**src/rtl/uart_rx_buffered.sv**
```systemverilog
// ============================================================================
// Module  : uart_rx_buffered
// Brief   : 8N1 UART receiver feeding a show-ahead FIFO with valid/ready read,
//           stop-bit checking, false-start rejection and sticky overrun.
// Revision: 1.0 - initial release
// ============================================================================
`default_nettype none

module uart_rx_buffered #(
   parameter int CLK_FREQ_MHZ = 100,
   parameter int BAUD_RATE    = 115200,
   parameter int FIFO_DEPTH   = 16
) (
   input  logic                              clk_i,
   input  logic                              rst_ni,
   input  logic                              rxd_i,
   output logic                              rvalid_o,
   input  logic                              rready_i,
   output logic [7:0]                        rdata_o,
   output logic                              frame_err_o,
   output logic                              overrun_o,
   input  logic                              clr_i,
   output logic [$clog2(FIFO_DEPTH+1)-1:0]   count_o
);

   localparam int c_wait_count = CLK_FREQ_MHZ * 1000000 / BAUD_RATE;
   localparam int c_tmr_w      = $clog2(c_wait_count);
   localparam int c_ptr_w      = $clog2(FIFO_DEPTH);
   localparam int c_cnt_w      = $clog2(FIFO_DEPTH + 1);

   localparam logic [c_tmr_w-1:0] c_half_wait = c_tmr_w'(c_wait_count / 2 - 1);
   localparam logic [c_tmr_w-1:0] c_full_wait = c_tmr_w'(c_wait_count - 1);
   localparam logic [c_cnt_w-1:0] c_depth     = c_cnt_w'(FIFO_DEPTH);

   typedef enum logic [2:0] {
      S_IDLE  = 3'd0,
      S_START = 3'd1,
      S_DATA  = 3'd2,
      S_STOP  = 3'd3,
      S_BREAK = 3'd4
   } state_t;

   // Both stages reset high so leaving reset never looks like a start bit.
   logic r_rxd_meta;
   logic r_rxd;

   always_ff @(posedge clk_i or negedge rst_ni) begin
      if (!rst_ni) begin
         r_rxd_meta <= 1'b1;
         r_rxd      <= 1'b1;
      end else begin
         r_rxd_meta <= rxd_i;
         r_rxd      <= r_rxd_meta;
      end
   end

   state_t               r_state;
   logic [c_tmr_w-1:0]   r_tmr;
   logic [2:0]           r_bit_idx;
   logic [7:0]           r_shift;
   logic                 r_frame_err;
   logic                 r_overrun;

   logic [7:0]           r_mem [FIFO_DEPTH];
   logic [c_ptr_w-1:0]   r_wr_ptr;
   logic [c_ptr_w-1:0]   r_rd_ptr;
   logic [c_cnt_w-1:0]   r_count;
   logic                 r_rvalid;

   logic                 w_tmr_zero;
   logic                 w_stop_ok;
   logic                 w_full;
   logic                 w_push;
   logic                 w_pop;
   logic                 w_ovr_evt;
   logic [c_cnt_w-1:0]   w_count_nxt;

   assign w_tmr_zero = (r_tmr == '0);
   assign w_stop_ok  = (r_state == S_STOP) && w_tmr_zero && r_rxd;
   // Fullness uses the pre-pop count, so a simultaneous pop never makes room.
   assign w_full     = (r_count == c_depth);
   assign w_push     = w_stop_ok && !w_full;
   assign w_ovr_evt  = w_stop_ok && w_full;
   assign w_pop      = r_rvalid && rready_i;

   always_comb begin
      w_count_nxt = r_count;
      if (w_push && !w_pop)
         w_count_nxt = r_count + 1'b1;
      else if (w_pop && !w_push)
         w_count_nxt = r_count - 1'b1;
   end

   always_ff @(posedge clk_i or negedge rst_ni) begin
      if (!rst_ni) begin
         r_state     <= S_IDLE;
         r_tmr       <= '0;
         r_bit_idx   <= '0;
         r_shift     <= '0;
         r_frame_err <= 1'b0;
         r_overrun   <= 1'b0;
      end else begin
         r_frame_err <= 1'b0;
         if (w_ovr_evt)
            r_overrun <= 1'b1;
         else if (clr_i)
            r_overrun <= 1'b0;

         case (r_state)
            S_IDLE: begin
               if (!r_rxd) begin
                  r_state <= S_START;
                  r_tmr   <= c_half_wait;
               end
            end
            S_START: begin
               if (!w_tmr_zero) begin
                  r_tmr <= r_tmr - 1'b1;
               end else if (!r_rxd) begin
                  r_state   <= S_DATA;
                  r_tmr     <= c_full_wait;
                  r_bit_idx <= '0;
               end else begin
                  r_state <= S_IDLE;
               end
            end
            S_DATA: begin
               if (!w_tmr_zero) begin
                  r_tmr <= r_tmr - 1'b1;
               end else begin
                  r_shift <= {r_rxd, r_shift[7:1]};
                  r_tmr   <= c_full_wait;
                  if (r_bit_idx == 3'd7)
                     r_state <= S_STOP;
                  else
                     r_bit_idx <= r_bit_idx + 1'b1;
               end
            end
            S_STOP: begin
               if (!w_tmr_zero) begin
                  r_tmr <= r_tmr - 1'b1;
               end else if (r_rxd) begin
                  r_state <= S_IDLE;
               end else begin
                  r_frame_err <= 1'b1;
                  r_state     <= S_BREAK;
               end
            end
            S_BREAK: begin
               if (r_rxd)
                  r_state <= S_IDLE;
            end
            default: r_state <= S_IDLE;
         endcase
      end
   end

   always_ff @(posedge clk_i or negedge rst_ni) begin
      if (!rst_ni) begin
         for (int i = 0; i < FIFO_DEPTH; i++)
            r_mem[i] <= '0;
         r_wr_ptr <= '0;
         r_rd_ptr <= '0;
         r_count  <= '0;
         r_rvalid <= 1'b0;
      end else begin
         if (w_push) begin
            r_mem[r_wr_ptr] <= r_shift;
            r_wr_ptr        <= r_wr_ptr + 1'b1;
         end
         if (w_pop)
            r_rd_ptr <= r_rd_ptr + 1'b1;
         r_count  <= w_count_nxt;
         r_rvalid <= (w_count_nxt != '0);
      end
   end

   assign rvalid_o    = r_rvalid;
   assign rdata_o     = r_mem[r_rd_ptr];
   assign frame_err_o = r_frame_err;
   assign overrun_o   = r_overrun;
   assign count_o     = r_count;

endmodule

`default_nettype wire

```
**config.mk**
```make
export PLATFORM = sky130hd
export DESIGN_NAME = uart_rx_buffered
export DESIGN_NICKNAME = d
export VERILOG_FILES = /design/src/rtl/uart_rx_buffered.sv
export SDC_FILE = /design/constraint.sdc
export NUM_CORES = 1
export LEC_CHECK = 0
export CORE_AREA = 2 2 157 121
export CTS_CLUSTER_DIAMETER = 60
export DETAILED_ROUTE_END_ITERATION = 10
export DIE_AREA = 0 0 159 123
export PLACE_DENSITY = 0.67
export SLEW_MARGIN = 30
export SYNTH_ARGS = -nofsm -noshare
export SYNTH_HDL_FRONTEND = slang
export SYNTH_SLANG_ARGS = --single-unit
```
**constraint.sdc**
```tcl
create_clock -name clk_i -period 3.3 [get_ports clk_i]
set_input_delay 0.495 -clock clk_i [delete_from_list [all_inputs] [get_ports clk_i]]
set_output_delay 0.495 -clock clk_i [all_outputs]
set_load 0.02 [all_outputs]
```
# Word-level counts from Yosys, hierarchy flattened
# Cells that the tools add are included.
# totals
regBits	170
in_bits	5
elab_cells	109
# op_classes
add_sub_neg	6
order_cmp	3
eq_ne	16
n_mux	33
bitwise	2
n_reduce_logical	21
# ops
operator	n
$bwmux 128	1
$mux 10	5
$pmux 10 s4	1
$mux 3	11
$bmux 8 s4	1
$demux 8 s4	1
$mux 8	3
$ne 2x2->1 const B	9
$pmux 3 s5	1
$ge 5x5->1 const B	2
$logic_not 10->1	1
$mux 5	2
$not 4->5	2
$sub 10x1->10 const B	1
$add 4x1->4 const B	2
$logic_and 1x1->1	8
$eq 3x2->1 const B	2
$eq 3x3->1 const B	2
$pmux 3 s2	1
$reduce_and 6->1	1
$add 5x1->5 const B	1
$eq 5x5->1 const B	1
$lt 5x1->1 const B	1
$mux 1	5
other kinds (13)	16

# Longest topological paths before layout
# logic_depth
word_depth	9
ltp_mapped	9
mapped_depth_nobuf	8

# Least setup slack after synthesis
# No wires, ideal clock.
# synth_timing
kind	register -> output
start	register r_rd_ptr[0]
end	output port rdata_o[0]
arrival_ns	2.292
t_required_ns	2.805
setup_slack_ns	0.513
stages_incl_launch_ff	5
n_path_buf	2
cell_sequence	dfrtp_1 -> clkbuf_1 -> buf_1 -> mux4_2 -> mux4_2
# synth_between
elab_chain_cells	4
# synth_rtl
element	line	rtl
from (decl)	66	logic [c_ptr_w-1:0] r_rd_ptr;
from (signal assigned)	172	r_rd_ptr <= r_rd_ptr + 1'b1;
$not 4->5 (implied by the code)	179	assign rdata_o = r_mem[r_rd_ptr];
$bmux 8 s4	179	
$mux 8 (implied by the code) (2 in series)	179	
to (decl)	19	output logic [7:0] rdata_o,
# Every way passes these cells. The select of a mux whose other input is x is not followed.

# Worst setup path in the final report
# layout_timing
start	register r_rd_ptr[0]
end	output port rdata_o[3]
# The elaborated chain is that of the path after synthesis.

==> run_results.csv <==
group,metric,value,unit
worst_setup_path,critPathArrivalTime,2.72,ns
floorplan,core-area,18100,um2
timing,tightest_slew,0.821,ns
power_and_ir_drop,ir_drop,0.500,mV
floorplan,die-area,19600,um2
timing,min_period,3.22,ns
routing,drtPass1Iterations,5,
placement,gp_routability_congestion,0.810,
worst_setup_path,cp_max_fo,13,
grt,overflow,0,
finish,final_cell_mix,"dfrtp_1, mux2_2, mux4_2",
synthesis,yosysTopAreaCellShare,0.518,
power_and_ir_drop,finalPower,5160,uW
clock_network,cts-buffers-inserted,17,
power_and_ir_drop,switching_power,1440,uW
routing,wl,17900,um
worst_setup_path,worstPathRequired,2.80,ns
finish,seq_area,4260,um2
worst_setup_path,critical_path.endpoint_type,"primary output",
floorplan,ioPinCount,21,
floorplan,start_util,0.449,
timing,fin_worst_skew,0.00932,ns
grt,grt_max_degree,78,
status,status,"completed",
synthesis,ys_seq_elements,170,
timing,slew_violations,0,
synthesis,synth_ff_type,"dfrtp_1",
clock_network,cts_root_buf,"clkbuf_16",
timing,timing.final.crit_share,0.975,
power_and_ir_drop,pwr-share-comb,0.176,
worst_setup_path,path_class,"flip-flop to primary output",
clock_network,clkSlewWorstSetupHoldPaths,0.06,ns
placement,io_buffers,20,
placement,place_hpwl,11600,um
routing,wl_per_cell,21.2,um
power_and_ir_drop,p_sw_frac,0.280,
finish,nets,602,
finish,final_common_cell,"dfrtp_1",
power_and_ir_drop,clockPowerShare,0.376,
routing,route.detailed.drc,0,
synthesis,postSynthAreaPerCell,14.5,um2
timing,fmax,0.311,GHz
grt,met1_usage,0.278,
worst_setup_path,worstSetupStartpointType,"flip-flop",
routing,drtAntennaViolNets,0,
synthesis,yosysUniqueCellTypes,52,
synthesis,netlist_area,8120,um2
synthesis,yosysSeqAreaShare,0.524,
synthesis,async_flop_share,1.00,
routing,drt_iter0_drc,456,
floorplan,rows,43,
finish,area_delta_synth_final,13.9,%
timing,hold_viol_final,0,
finish,drive_above_1_share,0.400,
synthesis,synth_nets,577,
grt,grt_pass1_vias,5009,
grt,grt_use_met3,0.0493,
finish,multi_input_area,3670,um2
grt,grt_use_met2,0.304,
grt,busiest_layer,"met2",
worst_hold_path,worst_hold_path_type,"input pin to async pin",
synthesis,synth-edff-count,0,
synthesis,yosysTopAreaCell,"dfrtp_1",
timing,slew_headroom,0.453,
power_and_ir_drop,p_int,3720,uW
synthesis,syn_inst,560,
power_and_ir_drop,power.density_cell_area,558,nW/um2
synthesis,synth.area.top_cells,"dfrtp_1, mux2_2, mux4_2, ha_1, mux2_1",
floorplan,die_h,123,um
clock_network,clock_latency,0.43,ns
clock_network,cts_sinks,170,
clock_network,clock_path_buffers,2,
power_and_ir_drop,leakage,0.00432,uW
routing,vias,4831,
synthesis,ys_warn_count,0,
timing,setup_violations,0,
grt,antenna_found_initial,0,
grt,grt_usage,0.195,
clock_network,cts_tree,"yes",
power_and_ir_drop,pwr-share-seq,0.448,
grt,grt_pass1_wl,28800,um
floorplan,fp.dieW,159,um
finish,final_util,0.511,
job,cap_violations,0,
finish,antenna_cells,0,
routing,vias_per_cell,5.72,
clock_network,htree_levels,4,
finish,fillers,1527,
critical path, stage by stage (launching register included):
cell and delay (ns):
dfrtp_2 0.47, buf_8 0.22, mux4_2 0.56, mux4_2 0.50
clkdlybuf4s50_1 0.55
Yosys cell counts (all sizes together) (4+ instances only):
cell type / number
a31oi: 4
nand2: 21
nand3: 19
dfrtp: 168
mux2: 137
xnor2: 13
a21oi: 12
o21ai: 6
mux4: 40
buf: 11
ha: 12
clkbuf: 21
inv: 14
nor2: 21
nor3: 6
nand4: 7
o22ai: 4
cell families after synthesis:
kind of cell	Yosys count	synth area share
simple gates	91	0.0735
flops	170	0.524
fa+ha+maj	12	0.0185
xor+xnor	16	0.0173
mux	179	0.304
compound gates	46	0.0392
buf+inv	46	0.0236
area by class of cell:
type	count	area share
clock buffer	20	0.0483
inverter	14	0.00568
tap	247	0.0334
timing repair buffer	38	0.0418
sequential	170	0.461
clock inverter	11	0.0133
multi-input combinational	344	0.397
power by group through the flow:
stage	sequential (uW)	combinational (uW)	clock, uW
floorplan	2280	588	0
global placement	2340	840	0
detailed placement	2350	852	0
CTS	2310	864	1980
global route	2330	978	2080
finish	2310	905	1940
layer usage:
metal  vias up  share of wire  wire [um]
li1       2129              -          -
met1      2549           0.47       8340
met2       140           0.47       8400
met3        13          0.056       1000
met4         0         0.0079        142
met5         -              0          0
stage by stage:
stage          instances  setup slack, ns  area, um2  setup TNS, ns  hold slack [ns]
6_report             844           0.0821       9240              0            0.111
2_1_floorplan        560            0.513       8120              0            0.199
3_5_place_dp         808            0.268       8620              0            0.355
4_1_cts              839          0.00421       9200              0            0.125
3_3_place_gp         808            0.360       8620              0            0.348
5_1_grt              844          -0.0101       9240        -0.0123            0.157
repair_timing:
item | 4_1_cts | 5_1_grt
setup endpoints to repair | 3 | 8
hold buffers | 0 | 0
resized for setup | 2 | 2
setup buffers | 0 | 5
flip-flops by register name, summed over array words and instances (netlist names):
name / count
r_state: 3
r_shift: 8
r_tmr: 10
overrun_o: 1
r_rd_ptr: 4
r_wr_ptr: 4
frame_err_o: 1
count_o: 5
r_mem: 128
r_rxd: 1
r_bit_idx: 3
r_rxd_meta: 1
rvalid_o: 1
worst paths after layout:
check | startpoint | end | slack [ns] | cells past startpoint
min reg2reg | r_rxd_meta | r_rxd | 0.36 | 0
min | rst_ni | r_mem[64] | 0.11 | 1
max in group asynchronous | rst_ni | r_rxd | 2.33 | 2
max reg2reg | r_tmr[0] | r_mem[74] | 0.26 | 8
min in group clk_i | r_rxd_meta | r_rxd | 0.36 | 0
max | r_rd_ptr[0] | rdata_o[3] | 0.08 | 4
(Power assumes the default switching activity.)
